[config.mk]
export PLATFORM = sky130hd
export DESIGN_NAME = spi_cmd_decoder
export DESIGN_NICKNAME = d
export VERILOG_FILES = /design/src/rtl/spi_cmd_decoder.sv
export SDC_FILE = /design/constraint.sdc
export NUM_CORES = 1
export LEC_CHECK = 0
export CORE_MARGIN = 2
export CORE_UTILIZATION = 52
export DETAILED_ROUTE_END_ITERATION = 10
export PLACE_DENSITY = 0.87
export SLEW_MARGIN = 10
export SYNTH_ARGS = -nofsm -noshare
export SYNTH_HDL_FRONTEND = slang
export SYNTH_SLANG_ARGS = --single-unit
[constraint.sdc]
create_clock -name clk -period 2.1 [get_ports clk]
set_input_delay 0.21 -clock clk [delete_from_list [all_inputs] [get_ports clk]]
set_output_delay 0.21 -clock clk [all_outputs]
set_load 0.1 [all_outputs]
[src/rtl/spi_cmd_decoder.sv]
`default_nettype none
// ============================================================================
// spi_cmd_decoder : SPI command-frame decoder with a 4 x 8-bit register file.
// Optional XOR checksum byte via `define SPI_CMD_CHECKSUM_EN.   Rev 1.0
// ============================================================================
module spi_cmd_decoder #(
    parameter logic [7:0] CMD_WR = 8'h5A,
    parameter logic [7:0] CMD_RD = 8'hA5
) (
    input  logic        clk,
    input  logic        rst,
    input  logic        cs,
    input  logic [7:0]  rxd_data,
    input  logic        rxd_flag,
    output logic [7:0]  txd_data,
    output logic [31:0] reg_out,
    output logic        led_state,
    output logic        frame_ok,
    output logic        frame_err,
    output logic [7:0]  err_cnt
);

`ifdef SPI_CMD_CHECKSUM_EN
    typedef enum logic [2:0] {
        IDLE = 3'd0,
        ADDR = 3'd1,
        DATA = 3'd2,
        CHK  = 3'd3,
        SKIP = 3'd4
    } state_t;
`else
    typedef enum logic [2:0] {
        IDLE = 3'd0,
        ADDR = 3'd1,
        DATA = 3'd2,
        SKIP = 3'd4
    } state_t;
`endif

    localparam logic [7:0] TX_ACK  = 8'h3C;
    localparam logic [7:0] TX_ERR  = 8'hEE;
    localparam logic [7:0] TX_IDLE = 8'hC3;

    state_t      state;
    logic        flag_q;
    logic        evt_q;
    logic [7:0]  byte_q;
    logic        is_wr;
    logic [1:0]  addr;
    logic [7:0]  regs [4];
    logic        byte_evt;
`ifdef SPI_CMD_CHECKSUM_EN
    logic [7:0]  wdata;
    logic [7:0]  csum;
`endif

    // Events seen while cs is high are dropped before they reach the FSM.
    assign byte_evt = rxd_flag & ~flag_q;

    always_ff @(posedge clk or posedge rst) begin
        if (rst) begin
            flag_q <= 1'b0;
            evt_q  <= 1'b0;
            byte_q <= 8'h00;
        end else begin
            flag_q <= rxd_flag;
            evt_q  <= byte_evt & ~cs;
            if (byte_evt)
                byte_q <= rxd_data;
        end
    end

    always_ff @(posedge clk or posedge rst) begin
        if (rst) begin
            state     <= IDLE;
            txd_data  <= TX_IDLE;
            frame_ok  <= 1'b0;
            frame_err <= 1'b0;
            is_wr     <= 1'b0;
            addr      <= 2'd0;
            for (int i = 0; i < 4; i++)
                regs[i] <= 8'h00;
`ifdef SPI_CMD_CHECKSUM_EN
            wdata     <= 8'h00;
            csum      <= 8'h00;
`endif
        end else begin
            frame_ok  <= 1'b0;
            frame_err <= 1'b0;
            if (cs) begin
                if (state == ADDR || state == DATA
`ifdef SPI_CMD_CHECKSUM_EN
                    || state == CHK
`endif
                   )
                    frame_err <= 1'b1;
                state    <= IDLE;
                txd_data <= TX_IDLE;
            end else if (evt_q) begin
                case (state)
                    IDLE: begin
                        if (byte_q == CMD_WR || byte_q == CMD_RD) begin
                            is_wr    <= (byte_q == CMD_WR);
                            state    <= ADDR;
                            txd_data <= TX_ACK;
`ifdef SPI_CMD_CHECKSUM_EN
                            csum     <= byte_q;
`endif
                        end else begin
                            state     <= SKIP;
                            frame_err <= 1'b1;
                            txd_data  <= TX_ERR;
                        end
                    end
                    ADDR: begin
                        if (byte_q[7:2] == 6'd0) begin
                            addr     <= byte_q[1:0];
                            state    <= DATA;
                            txd_data <= regs[byte_q[1:0]];
`ifdef SPI_CMD_CHECKSUM_EN
                            csum     <= csum ^ byte_q;
`endif
                        end else begin
                            state     <= SKIP;
                            frame_err <= 1'b1;
                            txd_data  <= TX_ERR;
                        end
                    end
`ifdef SPI_CMD_CHECKSUM_EN
                    DATA: begin
                        if (is_wr)
                            wdata <= byte_q;
                        csum  <= csum ^ byte_q;
                        state <= CHK;
                    end
                    CHK: begin
                        if (byte_q == csum) begin
                            if (is_wr) begin
                                regs[addr] <= wdata;
                                txd_data   <= wdata;
                            end else begin
                                txd_data   <= regs[addr];
                            end
                            frame_ok <= 1'b1;
                        end else begin
                            frame_err <= 1'b1;
                            txd_data  <= TX_ERR;
                        end
                        state <= SKIP;
                    end
`else
                    DATA: begin
                        if (is_wr) begin
                            regs[addr] <= byte_q;
                            txd_data   <= byte_q;
                        end else begin
                            txd_data   <= regs[addr];
                        end
                        frame_ok <= 1'b1;
                        state    <= SKIP;
                    end
`endif
                    SKIP: begin
                        state <= SKIP;
                    end
                    default: begin
                        state <= IDLE;
                    end
                endcase
            end
        end
    end

    // Counter follows the frame_err pulse by one clk.
    always_ff @(posedge clk or posedge rst) begin
        if (rst)
            err_cnt <= 8'h00;
        else if (frame_err && err_cnt != 8'hFF)
            err_cnt <= err_cnt + 8'd1;
    end

    assign reg_out   = {regs[3], regs[2], regs[1], regs[0]};
    assign led_state = regs[0][0];

endmodule
`default_nettype wire

==> results.yml, run 1 <==
run_status:
  status: "finished clean"
placed_design:
  port_buffers: 62
  hpwl_um: 5645
  gp_congestion: 0.8961
  placed_area_mm2: 0.004038
clocking:
  cts_tree: "done"
  postCtsHoldBufs: 0
  root_buffer: "clkbuf_8"
  post_cts_buffers: 0
  cts_buffers: 9
  clk_pin_slew_ns: 0.08
  clockBufferDepth: 2
  htreeDepth: 3
  cts_num_sinks: 66
  clock_latency_ns: 0.35
  cts_resized: 0
die:
  core_mm2: 0.005991
  die_h_um: 83.36
  start_util_pct: 54.66
  row_count: 28
  die_area_mm2: 0.006948
  die_x_um: 83.36
  io_pins: 63
power:
  power.share.switching_pct: 31.80
  p_sw_w: 0.001092
  power_density_mw_per_mm2: 803.0
  p_leak_nw: 2.019
  power_frac_seq_pct: 41.9
  combPwrFrac_pct: 21.4
  clock_power_share_pct: 36.7
  p_int_w: 0.002341
  ir_drop_mv: 0.5675
synthesis:
  async_flop_share_pct: 100.0
  synth_nets: 255
  avgSynthCellArea_um2: 13.53
  synth_seq_cells: 66
  yosysMostFrequentCell: "dfrtp_1"
  ys.flop_type: "dfrtp_1"
  ys_seq_area_share_pct: 50.59
  syn_area_mm2: 0.003274
  syn-instance-count: 242
  synth_area_leaders: "dfrtp_1 (47%), mux2_2 (17%), mux4_2 (11%)"
  synth_commonest_cells: "dfrtp_1 (62), mux2_2 (50), mux4_2 (16), nand2_1 (14), nand4_1 (8)"
  yosysUniqueCellTypes: 44
  ys_warn_count: 0
  yosysTopAreaCellShare_pct: 47.38
  synth_area_leader_cell: "dfrtp_1"
  synth-edff-count: 0
route:
  drt-vias-per-instance: 5.910
  routed_wl_um: 7782
  wl_per_cell_um: 18.93
  firstDrtPassIters: 4
  drc: 0
  drt_iter0_drc: 126
  vias: 2429
  postRouteAntennaNets: 0
cells_and_area:
  fin_area_mm2: 0.004275
  antennaDiodeCount: 0
  layout-drive-gt1-share_pct: 51.79
  synthToLayoutAreaGrowth_pct: 30.57
  num-nets-final: 344
  n_fill_cell: 389
worst_setup_path:
  rrSetupSlack_ns: 0.13
  end_kind: "flop"
  crit_chain: "or3b_4 > nor2_4 > and4b_1 > mux2_2"
  cp_slowest_stage_delay_ns: 0.49
  critPathArrivalTime_ns: 2.20
  slowest_stage: "and4b_1"
  crit_type: "flop to flop"
  critPathLaunchType: "flop"
  crit_required_ns: 2.33
  critPathMaxFanout: 8
global_route:
  grt_max_degree: 35
  track_usage_pct: 23.93
  grt_pass1_vias: 2447
  antenna_found_initial: 0
  grt_first_pass_wirelength_um: 12920
  gr-total-overflow: 0
sta:
  finalHoldViolations: 0
  finalSetupViolations: 0
  max_slew_margin_pct: 68.73
  period_needed_ns: 1.968
  clock.fmax_mhz: 508.1
  rsz0062_at_grt: "false"
  period_share_pct: 93.73
  tightest_slew_ns: 0.4690
  setup_tns_ns: 0
  clock_skew_ns: 0.009560
  report.final.slew_viol_count: 0
job:
  cap_violations: 0
hold_path:
  holdCritPathClass: "input port to async pin"
## per-layer routing
layer / global-route usage (%) / vias up / wire length, um
met5: 0 / - / 0
met4: 9.389 / 0 / 109
met3: 4.970 / 12 / 509
met2: 37.68 / 92 / 3782
met1: 32.78 / 1234 / 3381
li1: - / 1091 / -
## cells by family (layout without fill, tap and decap cells)
group	after synthesis	count (layout)	synth area share, %
mux	69	69	29.12
fa+ha+maj	1	1	0.3821
buf+inv	18	112	2.674
compound gates	25	25	5.197
simple gates	55	55	9.897
flops	66	66	50.59
xor+xnor	8	8	2.140
## stage by stage
stage / power, W / utilization, % / hold WS [ns] / setup slack (ns) / instances
finish: 0.003433 / 71.37 / 0.1658 / 0.1317 / 411
CTS: 0.003442 / 71.37 / 0.1738 / 0.1366 / 411
global placement: 0.002185 / 67.40 / 0.4599 / 0.1175 / 395
detailed placement: 0.002198 / 67.40 / 0.4686 / 0.06027 / 395
global route: 0.003546 / 71.37 / 0.2074 / 0.05912 / 411
floorplan: 0.001971 / - / 0.2414 / 0.003310 / 242
## power groups by stage
stage               clock network, W  logic, W  registers [W]
global placement                   0  0.000726        0.00146
detailed placement                 0  0.000737        0.00146
floorplan                          0  0.000215        0.00176
global route                 0.00133  0.000770        0.00145
CTS                          0.00126  0.000741        0.00144
finish                       0.00126  0.000735        0.00144
## layout make-up
cell class                      instances  area [um2]  share of cell area [%]
Timing Repair Buffer                   91       735.7                   17.21
Clock inverter                          4       72.57                   1.697
Multi-Input combinational cell        158        1530                   35.79
Clock buffer                           12       165.2                   3.863
Tap cell                               75       93.84                   2.195
Sequential cell                        66        1659                   38.81
Inverter                                5       18.77                  0.4390
## registers in the layout, summed over array words and instances (netlist names)
signal,cells
addr,2
byte_q,8
err_cnt,8
evt_q,1
flag_q,1
frame_err,1
frame_ok,1
is_wr,1
led_state,1
reg_out,31
state,3
txd_data,8
## cells in the final DEF, fill, tap and decap left out, types with 3 or more instances in the layout
| cell | n |
|---|---|
| mux2_2 | 50 |
| nor3_1 | 3 |
| dfstp_2 | 4 |
| a21oi_1 | 3 |
| clkbuf_8 | 12 |
| nor2_1 | 7 |
| xnor2_1 | 6 |
| nor2b_1 | 3 |
| mux2i_1 | 3 |
| mux4_2 | 16 |
| a211oi_1 | 3 |
| nand2_1 | 14 |
| and3_1 | 4 |
| o221ai_1 | 3 |
| clkdlybuf4s50_1 | 11 |
| nand4_1 | 8 |
| buf_4 | 78 |
| inv_1 | 3 |
| dfrtp_1 | 60 |
| o21ai_0 | 4 |
| a31oi_1 | 5 |
## worst max-delay path: cells and delay by family, from the launching register on
kind | cells | cell delay, ns
DFF | 1 | 0.38
muxes | 1 | 0.40
and+or+nand+nor | 3 | 1.08
## path summary, 6_finish.rpt
path / startpoint / endpoint / cells after the start
min: rst / reg_out[28] / 2
max: state[2] / reg_out[8] / 4
max in group asynchronous: rst / txd_data[1] / 3
min in group clk: rxd_flag / flag_q / 1
max reg2reg: state[2] / reg_out[8] / 4
min reg2reg: txd_data[3] / txd_data[3] / 2
Note: power is estimated with default switching activity, not from simulation.
==> run 2, diff against run 1 <==
- CELL_PAD_IN_SITES_DETAIL_PLACEMENT: unset -> 0
- CELL_PAD_IN_SITES_GLOBAL_PLACEMENT: unset -> 1
- CORE_UTILIZATION: 52 -> 42
==> run 2 against run 1 <==
Net effect: clock skew increased by 0.0016 ns; sequential power about the same; wire length increased by 1.4%; cell area increased by 1.5%; critical path type unchanged; largest power group unchanged.
==> results.yml, run 2 (synthesized netlist as in run 1, its figures left out) <==
job:
  cap_violations: 0
worst_setup_path:
  critPathMaxFanout: 4
  r2r-end: "reg_out[24]"
  critical_path.startpoint: "state[2]"
  end_kind: "flop"
  rrSetupSlack_ns: 0.15
  endpoint: "reg_out[24]"
  crit_required_ns: 2.33
  crit_type: "flop to flop"
  timing.rr.start: "state[2]"
  critPathArrivalTime_ns: 2.18
  rr_worst_depth: 5
  critPathLaunchType: "flop"
sta:
  finalHoldViolations: 0
  period_share_pct: 92.90
  report.final.slew_viol_count: 0
  tightest_slew_ns: 0.3887
  holdWs_ns: 0.2554
  setup_tns_ns: 0
  clock.fmax_mhz: 512.6
  rsz0062_at_grt: "false"
  fin_ws_ns: 0.1491
  clock_skew_ns: 0.01118
  max_slew_margin_pct: 74.09
  period_needed_ns: 1.951
  finalSetupViolations: 0
route:
  firstDrtPassIters: 4
  drt-vias-per-instance: 5.416
  wl_met3_um: 456
  met1_length_um: 3591
  postRouteAntennaNets: 0
  routed_wl_um: 7893
  drc: 0
  dr_wl_met2_um: 3775
  vias: 2383
  wl_per_cell_um: 17.94
  drt_iter0_drc: 124
  highest_layer: "met4"
placed_design:
  post-place-ws_ns: 0.04344
  hpwl_um: 5761
  dp_cells: 424
  port_buffers: 62
  placed_area_mm2: 0.004086
  gp_congestion: 0.8206
global_route:
  gr-total-overflow: 0
  grt_first_pass_wirelength_um: 12630
  antenna_found_initial: 0
  grt_pass1_vias: 2348
  track_usage_pct: 19.57
  grt_max_degree: 67
clocking:
  post_cts_buffers: 0
  cts_resized: 0
  htreeDepth: 3
  root_buffer: "clkbuf_8"
  cts_num_sinks: 66
  clock_latency_ns: 0.34
  cts_tree: "done"
  clockBufferDepth: 2
  cts_buffers: 9
  clk_pin_slew_ns: 0.07
  postCtsHoldBufs: 0
cells_and_area:
  fin_area_mm2: 0.004338
  antennaDiodeCount: 0
  final_cells: 440
  final_cell_mix: "buf_4 (80), dfrtp_1 (60), mux2_2 (50)"
  seqCellArea_mm2: 0.001659
  largest_reg_flops: 31
  n_fill_cell: 657
  multi_input_area_mm2: 0.001530
  layout-drive-gt1-share_pct: 52.07
  final_common_cell: "buf_4"
  synthToLayoutAreaGrowth_pct: 32.48
  num-nets-final: 346
die:
  core_mm2: 0.007647
  row_count: 32
  start_util_pct: 42.82
  die_h_um: 92.30
  die_area_mm2: 0.008518
  die_x_um: 92.30
  io_pins: 63
run_status:
  status: "finished clean"
power:
  power_density_mw_per_mm2: 812.8
  ir_drop_mv: 0.3653
  p_leak_nw: 2.039
hold_path:
  holdCritPathClass: "input port to async pin"
run 2: worst max-delay path, cell delays in order, from the launching register on:
cell     delay [ns]
dfrtp_1        0.39
or3b_4         0.44
nor2_4         0.15
nand4_1        0.33
buf_4          0.27
mux2_2         0.26
run 2: metal layers:
metal / track usage [%] / up-vias
li1: - / 1094
met1: 27.99 / 1206
met2: 29.60 / 77
met3: 4.231 / 6
met4: 7.214 / 0
met5: 0 / -
run 2: per-stage QoR:
stage                     utilization, %  power, W
final                              56.72  0.003526
after global routing               56.72  0.003657
after CTS                          56.72  0.003551
after detailed placement           53.44  0.002205
after global placement             53.44  0.002196
after floorplan                        -  0.001971
run 2: worst min-delay path by stage:
stage / slack, ns / cells past startpoint / from / to
floorplan: 0.24 / 0 / rxd_flag / flag_q
global placement: 0.46 / 2 / txd_data[3] / txd_data[3]
detailed placement: 0.47 / 2 / txd_data[2] / txd_data[2]
CTS: 0.26 / 3 / rst / addr[1]
global route: 0.29 / 3 / rst / reg_out[7]
finish: 0.26 / 3 / rst / byte_q[4]
run 2: final cells by class:
| type | count | share of cell area, % |
|---|---|---|
| Inverter | 5 | 0.4327 |
| Clock buffer | 11 | 3.490 |
| Sequential cell | 66 | 38.25 |
| Tap cell | 102 | 2.942 |
| Multi-Input combinational cell | 158 | 35.28 |
| Clock inverter | 5 | 2.307 |
| Timing Repair Buffer | 93 | 17.31 |
run 2: power breakdown:
group	internal (W)	switching (W)
clock	0.000850	0.000496
combinational	0.000235	0.000516
sequential	0.00135	0.0000835
==> run 3, diff against run 2 <==
- CORE_MARGIN: 2 -> 3
==> run 3 against run 2 <==
Net effect: fmax increased by 3.9%; critical path depth unchanged; critical endpoint is now is_wr; register-to-register slack improved by 0.07 ns; flip-flop and latch count unchanged; clock skew decreased by 0.0024 ns; die area increased by 4.4%; combinational power decreased by 0.8%; highest routed layer unchanged.
==> results.yml, run 3 (synthesized netlist as in run 1, its figures left out) <==
power:
  combPwrFrac_pct: 22.7
  clock_power_share_pct: 33.6
  p_int_w: 0.002222
  p_sw_w: 0.001065
  ir_drop_mv: 0.4315
  power.share.switching_pct: 32.40
  p_leak_nw: 2.008
  power_frac_seq_pct: 43.7
  power_density_mw_per_mm2: 766.3
die:
  io_pins: 63
  die_x_um: 94.30
  row_count: 31
  core_mm2: 0.007408
  die_h_um: 94.30
  die_area_mm2: 0.008892
  start_util_pct: 44.20
global_route:
  grt_max_degree: 67
  grt_pass1_vias: 2381
  track_usage_pct: 19.16
  grt_first_pass_wirelength_um: 12810
  gr-total-overflow: 0
  antenna_found_initial: 0
route:
  drt_iter0_drc: 89
  drt-vias-per-instance: 5.432
  wl_per_cell_um: 18.38
  postRouteAntennaNets: 0
  drc: 0
  routed_wl_um: 7958
  firstDrtPassIters: 4
  vias: 2352
worst_setup_path:
  timing.rr.start: "byte_q[0]"
  crit_required_ns: 2.36
  endpoint: "is_wr"
  critPathMaxFanout: 11
  r2r-end: "is_wr"
  end_kind: "flop"
  rr_worst_depth: 5
  critPathArrivalTime_ns: 2.13
  critPathLaunchType: "flop"
  crit_type: "flop to flop"
  rrSetupSlack_ns: 0.22
  critical_path.startpoint: "byte_q[0]"
clocking:
  cts_tree: "done"
  clk_pin_slew_ns: 0.07
  post_cts_buffers: 0
  postCtsHoldBufs: 0
  root_buffer: "clkbuf_8"
  clock_latency_ns: 0.33
  clockBufferDepth: 2
  cts_resized: 0
  cts_num_sinks: 66
  htreeDepth: 3
  cts_buffers: 9
cells_and_area:
  final_common_cell: "buf_4"
  num-nets-final: 343
  n_fill_cell: 623
  synthToLayoutAreaGrowth_pct: 30.99
  antennaDiodeCount: 0
  layout-drive-gt1-share_pct: 51.20
  largest_reg_flops: 31
  final_cells: 433
  final_cell_mix: "buf_4 (75), dfrtp_1 (60), mux2_2 (50)"
sta:
  setup_tns_ns: 0
  report.final.slew_viol_count: 0
  finalSetupViolations: 0
  max_slew_margin_pct: 66.00
  period_needed_ns: 1.879
  clock.fmax_mhz: 532.3
  finalHoldViolations: 0
  period_share_pct: 89.45
  clock_skew_ns: 0.008732
  rsz0062_at_grt: "false"
  tightest_slew_ns: 0.5101
job:
  cap_violations: 0
placed_design:
  port_buffers: 62
  dp_cells: 418
  hpwl_um: 5742
  gp_congestion: 0.8358
run_status:
  status: "finished clean"
hold_path:
  holdCritPathClass: "input port to async pin"
==> run 3: worst min path at each step <==
stage | start | to | slack (ns) | cells past startpoint
2_1_floorplan | rxd_flag | flag_q | 0.24 | 0
3_3_place_gp | txd_data[2] | txd_data[2] | 0.46 | 2
3_5_place_dp | txd_data[2] | txd_data[2] | 0.46 | 2
4_1_cts | rst | flag_q | 0.27 | 3
5_1_grt | rst | flag_q | 0.30 | 3
6_report | rst | flag_q | 0.25 | 3
==> run 3: through the flow <==
step                      total power, W  utilization (%)  instance area [um2]  hold WS, ns  setup slack, ns
after floorplan                 0.001971                -                 3277       0.2414         0.003310
after global placement          0.002198            55.14                 4085       0.4633           0.2349
after detailed placement        0.002211            55.14                 4085       0.4582           0.1882
after CTS                       0.003308            57.90                 4289       0.2681           0.2074
after global routing            0.003416            57.90                 4289       0.2972          0.07040
final                           0.003287            57.90                 4289       0.2484           0.2215
==> run 3: final cells by class <==
class | count | area, um2 | area share [%]
Clock inverter | 2 | 35.03 | 0.8168
Multi-Input combinational cell | 158 | 1530 | 35.68
Clock buffer | 13 | 168.9 | 3.938
Inverter | 5 | 18.77 | 0.4376
Timing Repair Buffer | 90 | 753.2 | 17.56
Sequential cell | 66 | 1659 | 38.68
Tap cell | 99 | 123.9 | 2.888
==> run 3: power groups by stage <==
| stage | Sequential, W | Combinational [W] | Clock (W) |
|---|---|---|---|
| global placement | 0.00146 | 0.000741 | 0 |
| detailed placement | 0.00146 | 0.000749 | 0 |
| finish | 0.00144 | 0.000745 | 0.00110 |
| floorplan | 0.00176 | 0.000215 | 0 |
| global route | 0.00145 | 0.000784 | 0.00118 |
| CTS | 0.00144 | 0.000751 | 0.00112 |
==> run 3: critical path: stages, from the launching register on <==
cell	delay (ns)
dfrtp_1	0.56
buf_4	0.25
and3b_1	0.20
nand4_1	0.21
a211oi_1	0.36
mux2i_1	0.22
==> run 3: metal layers <==
metal | global-route usage, % | vias to the layer above | wire length [um] | share of wire, %
met4 | 7.100 | 0 | 121 | 1.5
met1 | 26.62 | 1181 | 3638 | 46
li1 | - | 1087 | - | -
met5 | 0 | - | 0 | 0
met3 | 4.087 | 10 | 442 | 5.6
met2 | 29.55 | 74 | 3755 | 47
